File: config.mk
export PLATFORM = sky130hd
export DESIGN_NAME = phase_measure_ctrl_flat
export DESIGN_NICKNAME = d
export VERILOG_FILES = /design/src/rtl/phase_measure_ctrl_if.sv /design/src/rtl/phase_measure_ctrl.sv /design/src/flat_wrapper.sv
export SDC_FILE = /design/constraint.sdc
export NUM_CORES = 1
export LEC_CHECK = 0
export CORE_ASPECT_RATIO = 1.25
export CORE_UTILIZATION = 42
export CTS_CLUSTER_DIAMETER = 30
export CTS_CLUSTER_SIZE = 16
export DETAILED_ROUTE_END_ITERATION = 10
export PLACE_DENSITY = 0.58
export SLEW_MARGIN = 40
export SYNTH_ARGS = -nofsm -noshare
export SYNTH_HDL_FRONTEND = slang
export SYNTH_SLANG_ARGS = --single-unit
File: constraint.sdc
create_clock -name csi_clk -period 7.15 [get_ports csi_clk]
set_clock_uncertainty 0.2 [all_clocks]
set_input_delay 0.715 -clock csi_clk [delete_from_list [all_inputs] [get_ports csi_clk]]
set_output_delay 0.715 -clock csi_clk [all_outputs]
set_load 0.05 [all_outputs]
File: src/rtl/phase_measure_ctrl_if.sv
// ----------------------------------------------------------------------------
// phase_measure_ctrl_if
// Avalon-MM slave bus bundle for phase_measure_ctrl.
//
// Signals:
//   avs_chipselect  slave select
//   avs_address     word register address (3 bits)
//   avs_read        read strobe
//   avs_write       write strobe
//   avs_writedata   write data (32 bits)
//   avs_readdata    read data (32 bits), valid in the same cycle as avs_read
//
// Modports:
//   master  bus initiator (system interconnect / testbench)
//   slave   phase_measure_ctrl side
// ----------------------------------------------------------------------------
interface phase_measure_ctrl_if;
    logic        avs_chipselect;
    logic [2:0]  avs_address;
    logic        avs_read;
    logic        avs_write;
    logic [31:0] avs_writedata;
    logic [31:0] avs_readdata;

    modport master (
        output avs_chipselect,
        output avs_address,
        output avs_read,
        output avs_write,
        output avs_writedata,
        input  avs_readdata
    );

    modport slave (
        input  avs_chipselect,
        input  avs_address,
        input  avs_read,
        input  avs_write,
        input  avs_writedata,
        output avs_readdata
    );
endinterface

File: src/rtl/phase_measure_ctrl.sv
// ----------------------------------------------------------------------------
// phase_measure_ctrl
// Avalon-MM controlled period / phase-difference measurement sequencer.
// Software arms a run of N reference periods on coe_S_in1; for each period
// the block times the period and the delay from the in1 rising edge to the
// next in2 rising edge, accumulating both into 32-bit saturating sums.
// Software divides the sums by N.
//
// Ports:
//   csi_clk      single system clock, rising edge
//   csi_reset_n  asynchronous active-low reset
//   avs          Avalon-MM slave (phase_measure_ctrl_if.slave)
//   ins_irq      level interrupt, registered DONE & IRQ_EN
//   coe_S_in1    asynchronous reference square wave
//   coe_S_in2    asynchronous measured square wave
//
// Register map (word addresses):
//   0 CTRL/STATUS  W: b0 START, b1 ABORT, b2 IRQ_EN, b3 CLR_DONE
//                  R: b0 BUSY, b1 DONE, b2 IRQ_EN, b3 TIMEOUT, b4 OVF, b5 NO_PH
//   1 NUM_PERIODS  R/W, NUM_W bits, 0 behaves as 1
//   2 TIMEOUT      R/W, cycles from START, 0 disables
//   3 PERIOD_SUM   R
//   4 PHASE_SUM    R
//   5 PERIODS_DONE R
//   6 PERIOD_MIN   R (only with PHASE_MEAS_MINMAX_EN, else reads 0)
//   7 PERIOD_MAX   R (only with PHASE_MEAS_MINMAX_EN, else reads 0)
//
// Build option: define PHASE_MEAS_MINMAX_EN to add the per-period min/max
// tracking registers at addresses 6 and 7.
// ----------------------------------------------------------------------------
module phase_measure_ctrl #(
    parameter int SYNC_STAGES = 2,
    parameter int NUM_W       = 8
) (
    input  logic                 csi_clk,
    input  logic                 csi_reset_n,
    phase_measure_ctrl_if.slave  avs,
    output logic                 ins_irq,
    input  logic                 coe_S_in1,
    input  logic                 coe_S_in2
);

    // A synchroniser shorter than two flops is not safe; clamp silently.
    localparam int          SYNC_N = (SYNC_STAGES < 2) ? 2 : SYNC_STAGES;
    localparam logic [31:0] SAT    = 32'hFFFF_FFFF;

    typedef enum logic [1:0] {
        S_IDLE,
        S_WAIT_REF,
        S_MEASURE
    } state_t;

    state_t state_q, state_d;

    // ------------------------------------------------------------------
    // Input synchronisers and rising-edge detection
    // ------------------------------------------------------------------
    logic [SYNC_N-1:0] in1_sync, in2_sync;
    logic              in1_hist, in2_hist;
    logic              ref_e, meas_e;

    // NOTE: clocked state is always assigned with <=, so every flop samples
    // the values from before the edge regardless of statement order.
    always_ff @(posedge csi_clk or negedge csi_reset_n) begin
        if (!csi_reset_n) begin
            in1_sync <= '0;
            in2_sync <= '0;
            in1_hist <= 1'b0;
            in2_hist <= 1'b0;
        end else begin
            in1_sync <= {in1_sync[SYNC_N-2:0], coe_S_in1};
            in2_sync <= {in2_sync[SYNC_N-2:0], coe_S_in2};
            in1_hist <= in1_sync[SYNC_N-1];
            in2_hist <= in2_sync[SYNC_N-1];
        end
    end

    assign ref_e  = in1_sync[SYNC_N-1] & ~in1_hist;
    assign meas_e = in2_sync[SYNC_N-1] & ~in2_hist;

    // ------------------------------------------------------------------
    // Bus command decode
    // ------------------------------------------------------------------
    logic bus_wr, ctrl_wr;
    logic start_cmd, abort_cmd, clr_cmd;

    assign bus_wr    = avs.avs_chipselect & avs.avs_write;
    assign ctrl_wr   = bus_wr && (avs.avs_address == 3'd0);
    // ABORT dominates a START carried in the same write.
    assign abort_cmd = ctrl_wr & avs.avs_writedata[1];
    assign start_cmd = ctrl_wr & avs.avs_writedata[0] & ~avs.avs_writedata[1];
    assign clr_cmd   = ctrl_wr & avs.avs_writedata[3];

    // ------------------------------------------------------------------
    // Registers
    // ------------------------------------------------------------------
    logic             irq_en_q, done_q, to_flag_q, ovf_q, no_ph_q;
    logic [NUM_W-1:0] num_q, periods_done_q;
    logic [31:0]      timeout_q, to_cnt_q;
    logic [31:0]      period_sum_q, phase_sum_q;
    logic [31:0]      cnt_q, ph_q;
    logic             ph_seen_q;
`ifdef PHASE_MEAS_MINMAX_EN
    logic [31:0]      per_min_q, per_max_q;
`endif

    // ------------------------------------------------------------------
    // Datapath helpers
    // ------------------------------------------------------------------
    logic             busy;
    logic             to_hit;
    logic             period_end, last_period;
    logic [NUM_W-1:0] n_eff;
    logic [NUM_W:0]   pd_next;
    logic             cnt_sat;
    logic [31:0]      elapsed;
    logic [31:0]      ph_term;
    logic [32:0]      per_sum_w, ph_sum_w;

    assign busy   = (state_q != S_IDLE);
    assign to_hit = busy && (timeout_q != 32'd0) && (to_cnt_q == timeout_q);
    assign n_eff  = (num_q == '0) ? NUM_W'(1) : num_q;

    // Clocks elapsed since the period's reference edge, counting the current
    // cycle: both the period length and the in1->in2 delay use this value,
    // so a delay of k clocks reads as k and a full period as its length.
    assign cnt_sat = (cnt_q == SAT);
    assign elapsed = cnt_sat ? SAT : cnt_q + 32'd1;

    assign ph_term   = ph_seen_q ? ph_q : 32'd0;
    assign per_sum_w = {1'b0, period_sum_q} + {1'b0, elapsed};
    assign ph_sum_w  = {1'b0, phase_sum_q} + {1'b0, ph_term};

    // A timeout or abort in the same cycle swallows the completing period.
    assign period_end  = (state_q == S_MEASURE) && ref_e && !to_hit && !abort_cmd;
    assign pd_next     = {1'b0, periods_done_q} + {{NUM_W{1'b0}}, 1'b1};
    assign last_period = period_end && (pd_next >= {1'b0, n_eff});

    // ------------------------------------------------------------------
    // FSM
    // ------------------------------------------------------------------
    always_ff @(posedge csi_clk or negedge csi_reset_n) begin
        if (!csi_reset_n) begin
            state_q <= S_IDLE;
        end else begin
            state_q <= state_d;
        end
    end

    // NOTE: next-state is assigned a default before any branch, so no path
    // leaves it unassigned and no latch is inferred.
    always_comb begin
        state_d = state_q;
        unique case (state_q)
            S_IDLE:     if (start_cmd)   state_d = S_WAIT_REF;
            S_WAIT_REF: if (ref_e)       state_d = S_MEASURE;
            S_MEASURE:  if (last_period) state_d = S_IDLE;
            default:                     state_d = S_IDLE;
        endcase
        if (to_hit)    state_d = S_IDLE;
        if (abort_cmd) state_d = S_IDLE;
    end

    // ------------------------------------------------------------------
    // Control, status and measurement registers
    // ------------------------------------------------------------------
    always_ff @(posedge csi_clk or negedge csi_reset_n) begin
        if (!csi_reset_n) begin
            irq_en_q       <= 1'b0;
            done_q         <= 1'b0;
            to_flag_q      <= 1'b0;
            ovf_q          <= 1'b0;
            no_ph_q        <= 1'b0;
            num_q          <= NUM_W'(1);
            timeout_q      <= '0;
            to_cnt_q       <= '0;
            period_sum_q   <= '0;
            phase_sum_q    <= '0;
            periods_done_q <= '0;
            cnt_q          <= '0;
            ph_q           <= '0;
            ph_seen_q      <= 1'b0;
            ins_irq        <= 1'b0;
`ifdef PHASE_MEAS_MINMAX_EN
            per_min_q      <= '0;
            per_max_q      <= '0;
`endif
        end else begin
            ins_irq <= done_q & irq_en_q;

            if (ctrl_wr)                                irq_en_q  <= avs.avs_writedata[2];
            if (bus_wr && (avs.avs_address == 3'd1))    num_q     <= avs.avs_writedata[NUM_W-1:0];
            if (bus_wr && (avs.avs_address == 3'd2))    timeout_q <= avs.avs_writedata;
            if (clr_cmd)                                done_q    <= 1'b0;

            if (busy) to_cnt_q <= to_cnt_q + 32'd1;

            unique case (state_q)
                S_IDLE: begin
                    if (start_cmd) begin
                        period_sum_q   <= '0;
                        phase_sum_q    <= '0;
                        periods_done_q <= '0;
                        done_q         <= 1'b0;
                        to_flag_q      <= 1'b0;
                        ovf_q          <= 1'b0;
                        no_ph_q        <= 1'b0;
                        // Starts at 1 so TIMEOUT = T fires T cycles after START.
                        to_cnt_q       <= 32'd1;
`ifdef PHASE_MEAS_MINMAX_EN
                        per_min_q      <= SAT;
                        per_max_q      <= '0;
`endif
                    end
                end

                S_WAIT_REF: begin
                    if (ref_e) begin
                        cnt_q     <= '0;
                        ph_q      <= '0;
                        ph_seen_q <= meas_e;
                    end
                end

                S_MEASURE: begin
                    if (ref_e) begin
                        if (period_end) begin
                            period_sum_q   <= per_sum_w[32] ? SAT : per_sum_w[31:0];
                            phase_sum_q    <= ph_sum_w[32]  ? SAT : ph_sum_w[31:0];
                            if (per_sum_w[32] || ph_sum_w[32]) ovf_q <= 1'b1;
                            if (!ph_seen_q) no_ph_q <= 1'b1;
                            periods_done_q <= pd_next[NUM_W-1:0];
                            if (last_period) done_q <= 1'b1;
`ifdef PHASE_MEAS_MINMAX_EN
                            if (elapsed < per_min_q) per_min_q <= elapsed;
                            if (elapsed > per_max_q) per_max_q <= elapsed;
`endif
                        end
                        // A coincident in2 edge opens the new period at phase 0.
                        cnt_q     <= '0;
                        ph_q      <= '0;
                        ph_seen_q <= meas_e;
                    end else begin
                        if (cnt_sat) begin
                            ovf_q <= 1'b1;
                        end else begin
                            cnt_q <= cnt_q + 32'd1;
                        end
                        if (meas_e && !ph_seen_q) begin
                            ph_q      <= elapsed;
                            ph_seen_q <= 1'b1;
                        end
                    end
                end

                default: ;
            endcase

            if (to_hit && !abort_cmd) begin
                to_flag_q <= 1'b1;
                done_q    <= 1'b1;
            end
        end
    end

    // ------------------------------------------------------------------
    // Read mux: zero wait states, idle bus reads 0
    // ------------------------------------------------------------------
    logic [31:0] rdata;

    always_comb begin
        rdata = '0;
        if (avs.avs_chipselect && avs.avs_read) begin
            unique case (avs.avs_address)
                3'd0: rdata[5:0]       = {no_ph_q, ovf_q, to_flag_q, irq_en_q, done_q, busy};
                3'd1: rdata[NUM_W-1:0] = num_q;
                3'd2: rdata            = timeout_q;
                3'd3: rdata            = period_sum_q;
                3'd4: rdata            = phase_sum_q;
                3'd5: rdata[NUM_W-1:0] = periods_done_q;
`ifdef PHASE_MEAS_MINMAX_EN
                3'd6: rdata            = per_min_q;
                3'd7: rdata            = per_max_q;
`endif
                default: rdata = '0;
            endcase
        end
    end

    assign avs.avs_readdata = rdata;

endmodule
File: src/flat_wrapper.sv
// flat-port wrapper written by rule: the top's interface ports become plain ports
module phase_measure_ctrl_flat 
#(
    parameter int SYNC_STAGES = 2,
    parameter int NUM_W       = 8
)
  (csi_clk, csi_reset_n, ins_irq, coe_S_in1, coe_S_in2, avs_avs_chipselect, avs_avs_address, avs_avs_read, avs_avs_write, avs_avs_writedata, avs_avs_readdata);
  phase_measure_ctrl_if avs_i ();
  input  logic csi_clk;
  input  logic csi_reset_n;
  output logic ins_irq;
  input  logic coe_S_in1;
  input  logic coe_S_in2;
  input wire logic [$bits(avs_i.avs_chipselect)-1:0] avs_avs_chipselect;
  input wire logic [$bits(avs_i.avs_address)-1:0] avs_avs_address;
  input wire logic [$bits(avs_i.avs_read)-1:0] avs_avs_read;
  input wire logic [$bits(avs_i.avs_write)-1:0] avs_avs_write;
  input wire logic [$bits(avs_i.avs_writedata)-1:0] avs_avs_writedata;
  output wire logic [$bits(avs_i.avs_readdata)-1:0] avs_avs_readdata;
  assign avs_i.avs_chipselect = avs_avs_chipselect;
  assign avs_i.avs_address = avs_avs_address;
  assign avs_i.avs_read = avs_avs_read;
  assign avs_i.avs_write = avs_avs_write;
  assign avs_i.avs_writedata = avs_avs_writedata;
  assign avs_avs_readdata = avs_i.avs_readdata;
  phase_measure_ctrl #(.SYNC_STAGES(SYNC_STAGES), .NUM_W(NUM_W)) u_core (.csi_clk(csi_clk), .csi_reset_n(csi_reset_n), .avs(avs_i), .ins_irq(ins_irq), .coe_S_in1(coe_S_in1), .coe_S_in2(coe_S_in2));
endmodule
==> results of run 1 <==
[final cells by class]
type                            count  area share
Timing Repair Buffer               90      0.0492
Tap cell                          474      0.0326
Multi-Input combinational cell   1361       0.490
Sequential cell                   223       0.306
Clock inverter                     38      0.0301
Inverter                           41     0.00845
Clock buffer                       68      0.0832
[routing by layer]
| layer | track usage | share of wire |
|---|---|---|
| met1 | 0.302 | 0.40 |
| met4 | 0.147 | 0.055 |
| met5 | 0 | 0 |
| met2 | 0.475 | 0.51 |
| met3 | 0.0364 | 0.036 |
[power breakdown]
group | internal [mW] | switching [mW]
sequential | 1.43 | 0.307
clock | 1.90 | 0.835
combinational | 0.335 | 0.554
total | 3.67 | 1.70
[what timing repair did]
| item | CTS | global route |
|---|---|---|
| resized for setup | 0 | 0 |
| hold buffers | 1 | 0 |
| endpoints found under the hold margin | 66 | 0 |
[per-stage QoR]
step / utilization / std cells / area (sq um) / hold WS [ps] / total power, mW
floorplan: - / 1711 / 15000 / 131 / 2.26
global placement: 0.457 / 2187 / 16100 / 140 / 2.62
detailed placement: 0.458 / 2188 / 16100 / 136 / 2.63
CTS: 0.517 / 2295 / 18200 / 129 / 5.41
global route: 0.517 / 2295 / 18200 / 153 / 5.61
finish: 0.517 / 2295 / 18200 / 124 / 5.37
[path summary, 6_finish.rpt]
path / endpoint / cells after the start / start
max: u_core.period_sum_q[5] / 20 / u_core.cnt_q[0]
min: u_core.in2_sync[1] / 0 / u_core.in2_sync[0]
max reg2reg: u_core.period_sum_q[5] / 20 / u_core.cnt_q[0]
min reg2reg: u_core.in2_sync[1] / 0 / u_core.in2_sync[0]
max in group asynchronous: u_core.phase_sum_q[20] / 4 / csi_reset_n
min in group asynchronous: u_core.to_cnt_q[6] / 2 / csi_reset_n
[critical path, delay by kind of cell (launching register included)]
| kind | cells | cell delay (ps) |
|---|---|---|
| AND/OR/NAND/NOR | 8 | 1830 |
| AO/OA/AOI/OAI | 7 | 1480 |
| buffers and inverters | 3 | 720 |
| adder cells (fa/ha/maj) | 2 | 700 |
| flip-flops | 1 | 400 |
[layout by cell type (no fill, tap or decap), types with 12 or more instances in the layout]
cell type / count
mux2i_1: 33
nand3_1: 55
a21oi_1: 99
and3_1: 26
nor2_1: 129
ha_1: 80
dfrtp_1: 221
xor2_1: 69
nand2_1: 229
nor4_1: 17
nand2b_1: 12
a22o_1: 38
a21o_1: 47
buf_4: 13
nor3_1: 13
o211ai_1: 15
clkdlybuf4s50_1: 72
and2_1: 46
mux2_2: 36
xnor2_1: 54
nand4_1: 28
o31ai_1: 20
o21ai_0: 165
inv_1: 41
clkbuf_16: 56
[sequential cells by signal, summed over array words and instances (netlist names), 8 cells and up]
register               cells
u_core.cnt_q              32
u_core.period_sum_q       32
u_core.ph_q               32
u_core.phase_sum_q        32
u_core.timeout_q          32
u_core.to_cnt_q           32
u_core.num_q               8
u_core.periods_done_q      8
[logic make-up after synthesis]
kind of cell	synth area share
AO/OA/AOI/OAI	0.209
XOR/XNOR	0.0718
adder cells (fa/ha/maj)	0.0694
buffers and inverters	0.0349
flip-flops	0.372
multiplexers	0.0505
AND/OR/NAND/NOR	0.192
==> flow_summary_export.csv, run 1 <==
group,metric,value,unit
drt,avgRoutedWirePerCell,20.4,microns
worst_setup_path,max_stage_delay,440,ps
clocking,clock_sinks,223,
global_routing,antenna_found_initial,0,
cells_and_area,area_growth,21.4,%
worst_setup_path,path_max_fanout,27,
worst_setup_path,reg2reg_slack,1700,ps
timing,timing.final.ws_setup,1700,ps
drt,vias,13100,
global_routing,grt_pass1_vias,13200,
cells_and_area,nFillCells,3355,
logic_synthesis,yosys_warnings,0,
worst_setup_path,worstPathCellList,"ha_1 > nand4_1 > nor3_2 > and4_1 > and3_4 > nand3_4 > buf_4 > nand2b_1 > inv_1 > fa_1 > nor2b_1 > o2111ai_1 > a31oi_1 > o21ai_0 > o211ai_1 > o21ai_1 > o31ai_4 > buf_4 > o21ai_0 > nand2_1",
timing,rsz0062_at_grt,"false",
logic_synthesis,ys_seq_area_frac,0.372,
cells_and_area,multi_input_area,8930,sq um
global_routing,grt_max_degree,99,
worst_setup_path,cpMaxStageDelayCell,"a31oi_1",
drt,via_per_inst,5.71,
clocking,cts_tree,"yes",
drt,drc,2,
clocking,clk_latency,590,ps
power,irDropWorstVdd,0.000208,V
logic_synthesis,synth_common_cells,"nand2_1 (229), dfrtp_1 (222), o21ai_0 (165)",
status,status,"finished, violations left",
floorplanning,ios,75,
floorplanning,die-area,36500,sq um
worst_setup_path,cp.required,7450,ps
clocking,numCtsBuffers,56,
place,port_buffers,74,
logic_synthesis,ys.flop_type,"dfrtp_1",
logic_synthesis,ys_types,82,
cells_and_area,drive_gt1_frac,0.104,
logic_synthesis,synth_area_per_cell,8.77,sq um
power,leakage,8.85,nW
timing,clock.fmax,184,MHz
drt,ant_nets,0,
min_path,hold_path_class,"flip-flop to flip-flop",
floorplanning,core-area,35300,sq um
place,place_congestion,0.889,
worst_setup_path,critPathCaptureType,"flip-flop",
timing,drv_slew,0,
floorplanning,start_util,0.426,
global_routing,track_usage,0.265,
drt,drtIter0Drc,767,
floorplanning,die_y,213,microns
worst_setup_path,setup.worst_path.class,"flip-flop to flip-flop",
run,cap_violations,0,
power,cellPowerDensity,295,nW/um^2
drt,wl,46700,microns
logic_synthesis,ys_ff_latch,223,
timing,fin_crit_sh,0.762,
global_routing,grt_overflow_total,0,
logic_synthesis,synth_area_leader_cell,"dfrtp_1",
logic_synthesis,synth.most_common_cell,"nand2_1",
timing,hold_violations,0,
logic_synthesis,syn_inst,1711,
cells_and_area,diodes,0,
worst_setup_path,cp-start-kind,"flip-flop",
floorplanning,num_rows,77,
place,place_hpwl,33800,microns
global_routing,grt_pass1_wl,74100,microns
clocking,post-cts-setup-buffer-count,0,
timing,setup_viol,0,
drt,drtPass1Iterations,8,
timing,relSlewSlack,0.488,
logic_synthesis,async_reset_ff_frac,1.00,
timing,worst-slew-pin-transition,767,ps
logic_synthesis,post-synth-top-area-fraction,0.370,
status,violations,"design-rule violations",
cells_and_area,seqCellArea,5580,sq um
logic_synthesis,synth-edff-count,0,
floorplanning,die_x,171,microns
logic_synthesis,syn_nets,1835,
worst_setup_path,cp.arrival,5750,ps
cells_and_area,nets,1897,
clocking,clkTransAtPathRegs,50,ps
clocking,cts_buffer_depth,3,
clocking,root_buffer,"clkbuf_16",
timing,fin_setup_tns,0,ps
place,post-place-ws,1810,ps
clocking,cts-htree-levels,2,
timing,fin_crit,5450,ps
logic_synthesis,synth_area_leaders,"dfrtp_1 (37%), ha_1 (6.7%), nand2_1 (5.7%)",
logic_synthesis,syn_area,15000,sq um
(Power assumes the default switching activity.)
==> run 2, diff against run 1 <==
- PLACE_DENSITY: 0.58 -> 0.6
- clock period: 7.15 -> 4.6 ns (I/O delays scaled with it)
==> run 2 against run 1 <==
- the run now ends clean
- maximum frequency increased by 25%
- largest cell class unchanged
- sequential cell count unchanged
- largest power group unchanged
- wire length increased by 3.9%
==> flow_summary_export.csv, run 2 (same netlist as run 1, synthesis figures left out) <==
group,metric,value,unit
worst_setup_path,critPathBufInv,2,
floorplanning,start_util,0.426,
run,cap_violations,0,
worst_setup_path,cp.arrival,4610,ps
drt,vias,13400,
worst_setup_path,cp-start-kind,"flip-flop",
drt,wl,48500,microns
power,p_total,8.38,mW
clocking,clkTransAtPathRegs,60,ps
worst_setup_path,max_stage_delay,450,ps
global_routing,grt_max_degree,74,
place,place_hpwl,34900,microns
worst_setup_path,cp.required,4840,ps
drt,avgRoutedWirePerCell,20.9,microns
timing,timing.final.ws_setup,232,ps
power,leakage,9.17,nW
drt,drc,0,
cells_and_area,fin_util,0.534,
timing,setup_viol,0,
place,port_buffers,74,
clocking,cts_buffer_depth,3,
cells_and_area,nets,1929,
floorplanning,die_x,171,microns
cells_and_area,area_growth,25.4,%
timing,fin_crit,4370,ps
clocking,cts-htree-levels,2,
floorplanning,core-area,35300,sq um
worst_setup_path,path_max_fanout,7,
drt,via_per_inst,5.77,
cells_and_area,stdcell_count,2328,
place,post-place-ws,62.7,ps
min_path,hold_path_class,"flip-flop to flip-flop",
global_routing,grt_overflow_total,0,
clocking,root_buffer,"clkbuf_16",
drt,ant_nets,0,
place,place_congestion,0.956,
drt,drtIter0Drc,961,
timing,fin_setup_tns,0,ps
global_routing,track_usage,0.274,
worst_setup_path,worstPathCellList,"ha_1 > nand4_1 > nor3_2 > and4_1 > and3_4 > nand3_4 > buf_4 > nand2_1 > ha_2 > a21o_1 > o21bai_2 > o2111a_1 > o211ai_1 > buf_4 > a21oi_1 > o41ai_1 > xnor2_1 > o211ai_1",
worst_setup_path,setup.worst_path.class,"flip-flop to flip-flop",
floorplanning,num_rows,77,
timing,worst-slew-pin-transition,765,ps
status,status,"finished, final reports clean",
power,cellPowerDensity,445,nW/um^2
cells_and_area,final_cell_mix,"nand2_1 (227), dfrtp_1 (222), o21ai_0 (165), nor2_1 (129), a21oi_1 (97)",
cells_and_area,drive_gt1_frac,0.145,
cells_and_area,final_common_cell,"nand2_1",
clocking,clk_latency,590,ps
floorplanning,die_y,213,microns
worst_setup_path,critPathTopFamily,"compound AO/OA/AOI/OAI gates",
timing,clock.fmax,229,MHz
floorplanning,die-area,36500,sq um
floorplanning,ios,75,
timing,relSlewSlack,0.490,
drt,drtPass1Iterations,5,
clocking,cts_tree,"yes",
global_routing,grt_pass1_vias,13600,
place,place_inst,2215,
worst_setup_path,critPathCaptureType,"flip-flop",
clocking,clock_sinks,223,
worst_setup_path,cpMaxStageDelayCell,"o41ai_1",
global_routing,antenna_found_initial,1,
timing,drv_slew,0,
clocking,numCtsBuffers,57,
global_routing,grt_pass1_wl,76500,microns
power,irDropWorstVdd,0.000253,V
timing,fin_crit_sh,0.950,
timing,hold_violations,0,
[run 2: changes by cell type in the layout (fill, tap and decap cells not counted), sizes merged]
cell / previous run / this run
inv: 43 / 49
clkinvlp: 9 / 4
clkbuf: 68 / 71
clkdlybuf4s50: 72 / 47
bufinv: 11 / 8
buf: 17 / 73
diode: 0 / 1
[run 2: worst paths after layout]
check | from | depth (start not counted) | slack (ps) | endpoint
setup / recovery | u_core.cnt_q[1] | 18 | 230 | u_core.period_sum_q[29]
min in group asynchronous | csi_reset_n | 2 | 190 | u_core.to_cnt_q[9]
hold / removal | u_core.in1_sync[0] | 0 | 130 | u_core.in1_sync[1]
setup reg to reg | u_core.cnt_q[1] | 18 | 230 | u_core.period_sum_q[29]
max in group asynchronous | csi_reset_n | 4 | 2850 | u_core.phase_sum_q[18]
hold reg to reg | u_core.in1_sync[0] | 0 | 130 | u_core.in1_sync[1]
[run 2: area by class of cell]
| type | instances | area, sq um |
|---|---|---|
| multi-input cells | 1361 | 9040 |
| clock buffers | 71 | 1600 |
| fillers | 3277 | 16400 |
| diodes | 1 | 2.50 |
| clock inverters | 36 | 447 |
| flip-flops and latches | 223 | 5580 |
| well taps | 474 | 593 |
| repair buffers | 121 | 1400 |
| inverters | 41 | 154 |
[run 2: metal layers]
metal | up-vias | share of wire | track usage
li1 | 6378 | - | -
met1 | 6547 | 0.40 | 0.315
met2 | 360 | 0.49 | 0.477
met3 | 155 | 0.041 | 0.0413
met4 | 0 | 0.064 | 0.174
met5 | - | 0 | 0
[run 2: stage by stage]
step | hold WS, ps | area, sq um
3_5_place_dp | 146 | 16600
5_1_grt | 146 | 18800
6_report | 129 | 18800
2_1_floorplan | -35.6 | 15000
4_1_cts | 133 | 18600
3_3_place_gp | 144 | 16600
[run 2: worst reg2reg max path: stages (launching register included)]
cell and delay (ps):
dfrtp_1 360, ha_1 190, nand4_1 150, nor3_2 220, and4_1 260, and3_4 240
nand3_4 120, buf_4 190, nand2_1 80, ha_2 320, a21o_1 210, o21bai_2 230
o2111a_1 320, o211ai_1 190, buf_4 160, a21oi_1 90, o41ai_1 450, xnor2_1 170
o211ai_1 90
[run 2: repair_timing]
item	CTS	global route
hold endpoints to repair	50	0
hold buffers	1	0
gates resized for setup	0	32
setup buffers	0	4
setup endpoints to repair	0	33
[run 2: report_power, final]
| part | leakage (nW) | switching, mW | total, mW | internal, mW |
|---|---|---|---|---|
| Sequential | 2.91 | 0.460 | 2.68 | 2.22 |
| Clock | 1.01 | 1.33 | 4.24 | 2.91 |
| Combinational | 5.25 | 0.902 | 1.45 | 0.549 |
==> run 3, diff against run 2 <==
- ABC_CLOCK_PERIOD_IN_PS: unset -> 4600
- CORE_ASPECT_RATIO: 1.25 -> unset
- REMOVE_ABC_BUFFERS: unset -> 1
==> run 3 against run 2 <==
- critical path depth did not move
- count of clock-buffer cells in the layout is 18 higher
- combinational power barely moved
- worst setup slack hardly changed
- register-to-register slack barely moved
- sequential power is essentially flat
- die area about the same
- critical path type unchanged
- critical endpoint is now u_core.period_sum_q[19]
- largest power group unchanged
- highest routed layer unchanged
==> flow_summary_export.csv, run 3 (same netlist as run 1, synthesis figures left out) <==
group,metric,value,unit
worst_setup_path,critPathTopFamily,"compound AO/OA/AOI/OAI gates",
power,leakage,9.32,nW
power,p_total,8.92,mW
global_routing,grt_overflow_total,0,
clocking,cts_tree,"yes",
worst_setup_path,critPathBufInv,1,
worst_setup_path,timing.rr.start,"u_core.cnt_q[0]",
worst_setup_path,reg2reg_depth,18,
timing,drv_slew,0,
global_routing,grtUsageMet3,0.0483,
worst_setup_path,worstPathCellList,"ha_1 > nand4_1 > nor3_2 > and4_1 > and3_4 > nand3_4 > buf_4 > nand2_1 > ha_1 > a21o_1 > o21bai_1 > o2111a_1 > o21a_1 > a41oi_1 > o21bai_1 > a21oi_1 > xor2_1 > o211ai_1",
clocking,numCtsBuffers,68,
global_routing,met2_usage,0.404,
drt,avgRoutedWirePerCell,20.3,microns
power,irDropWorstVdd,0.000305,V
place,place_hpwl,34900,microns
global_routing,top_usage_layer,"met2",
timing,setup_viol,0,
drt,drtPass1Iterations,5,
cells_and_area,nets,1942,
worst_setup_path,reg2reg_slack,230,ps
floorplanning,die_y,191,microns
cells_and_area,final_cell_mix,"nand2_1 (228), dfrtp_1 (221), o21ai_0 (165), nor2_1 (128), a21oi_1 (98)",
drt,vias,13400,
worst_setup_path,cp.arrival,4590,ps
drt,drc,0,
min_path,hp-start,"u_core.in1_sync[0]",
worst_setup_path,max_stage_delay,360,ps
timing,fin_crit,4370,ps
timing,hold_violations,0,
timing,worst-slew-pin-transition,723,ps
clocking,clock_sinks,223,
worst_setup_path,cpMaxStageDelayCell,"dfrtp_1",
global_routing,antenna_found_initial,2,
cells_and_area,drive_gt1_frac,0.145,
min_path,hold_path_depth,0,
floorplanning,die_x,191,microns
floorplanning,num_rows,68,
worst_setup_path,cp.required,4830,ps
worst_setup_path,cp-start-kind,"flip-flop",
global_routing,grt_pass1_wl,74600,microns
cells_and_area,final_common_cell,"nand2_1",
timing,clock.fmax,229,MHz
drt,via_per_inst,5.76,
clocking,clk_latency,580,ps
cells_and_area,diodes,0,
cells_and_area,multi_input_area,8970,sq um
global_routing,grt_pass1_vias,13200,
global_routing,track_usage,0.266,
min_path,whs_endpoint,"u_core.in1_sync[1]",
power,cellPowerDensity,469,nW/um^2
floorplanning,start_util,0.430,
place,port_buffers,74,
place,place_congestion,0.901,
min_path,hold_path_class,"flip-flop to flip-flop",
clocking,root_buffer,"clkbuf_16",
run,cap_violations,0,
clocking,cts-htree-levels,3,
timing,fin_crit_sh,0.950,
worst_setup_path,path_max_fanout,7,
worst_setup_path,setup.worst_path.class,"flip-flop to flip-flop",
floorplanning,die-area,36500,sq um
floorplanning,core-area,34900,sq um
cells_and_area,seqCellArea,5580,sq um
worst_setup_path,critPathCaptureType,"flip-flop",
cells_and_area,stdcell_count,2326,
global_routing,use_met1,0.382,
cells_and_area,area_growth,26.7,%
global_routing,grt_max_degree,61,
status,status,"finished, final reports clean",
timing,fin_setup_tns,0,ps
cells_and_area,nFillCells,3187,
place,place_inst,2199,
worst_setup_path,timing.rr.end,"u_core.period_sum_q[19]",
timing,relSlewSlack,0.518,
clocking,cts_buffer_depth,3,
clocking,clkTransAtPathRegs,40,ps
drt,ant_nets,0,
floorplanning,ios,75,
drt,drtIter0Drc,1039,
drt,wl,47100,microns
run 3: cell count changes in the layout (fill, tap and decap cells not counted), moves of 3 or more:
cell       delta
clkbuf_16    +10
buf_12        -3
clkbuf_1      +6
clkinv_2      +5
buf_4         +5
inv_8         -3
clkinv_4      -4
run 3: power by group:
part	leakage (nW)	total [mW]	internal (mW)	switching [mW]
Sequential	2.91	2.70	2.23	0.471
Combinational	5.25	1.44	0.547	0.895
Clock	1.17	4.78	3.44	1.34
Total	9.32	8.92	6.21	2.71
run 3: area by class of cell:
class	instances	area share
Clock buffer	89	0.100
Clock inverter	34	0.0243
Inverter	41	0.00809
Multi-Input combinational cell	1361	0.472
Sequential cell	223	0.294
Tap cell	455	0.0299
Timing Repair Buffer	123	0.0722
run 3: worst max-delay path by stage:
stage	start	to	slack, ps	cells after the start
after CTS	u_core.cnt_q[0]	u_core.ovf_q	80	19
after detailed placement	u_core.cnt_q[0]	u_core.ovf_q	200	19
after floorplan	u_core.cnt_q[0]	u_core.period_sum_q[28]	-270	19
after global placement	u_core.cnt_q[0]	u_core.period_sum_q[30]	250	18
final	u_core.cnt_q[0]	u_core.period_sum_q[19]	230	18
after global routing	u_core.cnt_q[0]	u_core.period_sum_q[26]	-10	19
run 3: layer usage:
layer	wire, microns	vias to the layer above
li1	-	6385
met1	22400	6513
met2	20800	408
met3	2820	90
met4	1070	0
met5	0	-
run 3: metrics by stage:
step            util  setup WS [ps]  instance area [sq um]  hold slack (ps)
2_1_floorplan      -           -269                  14600            -35.6
3_3_place_gp   0.474            249                  16500              134
4_1_cts        0.543           83.7                  18900              122
5_1_grt        0.545          -11.9                  19000              144
3_5_place_dp   0.475            202                  16600              136
6_report       0.545            232                  19000              132
run 3: timing repair:
item,in CTS,in global routing
buffers inserted,0,3
endpoints found under the setup margin,0,32
endpoints found under the hold margin,61,0
resized for setup,0,16
hold buffers,1,0
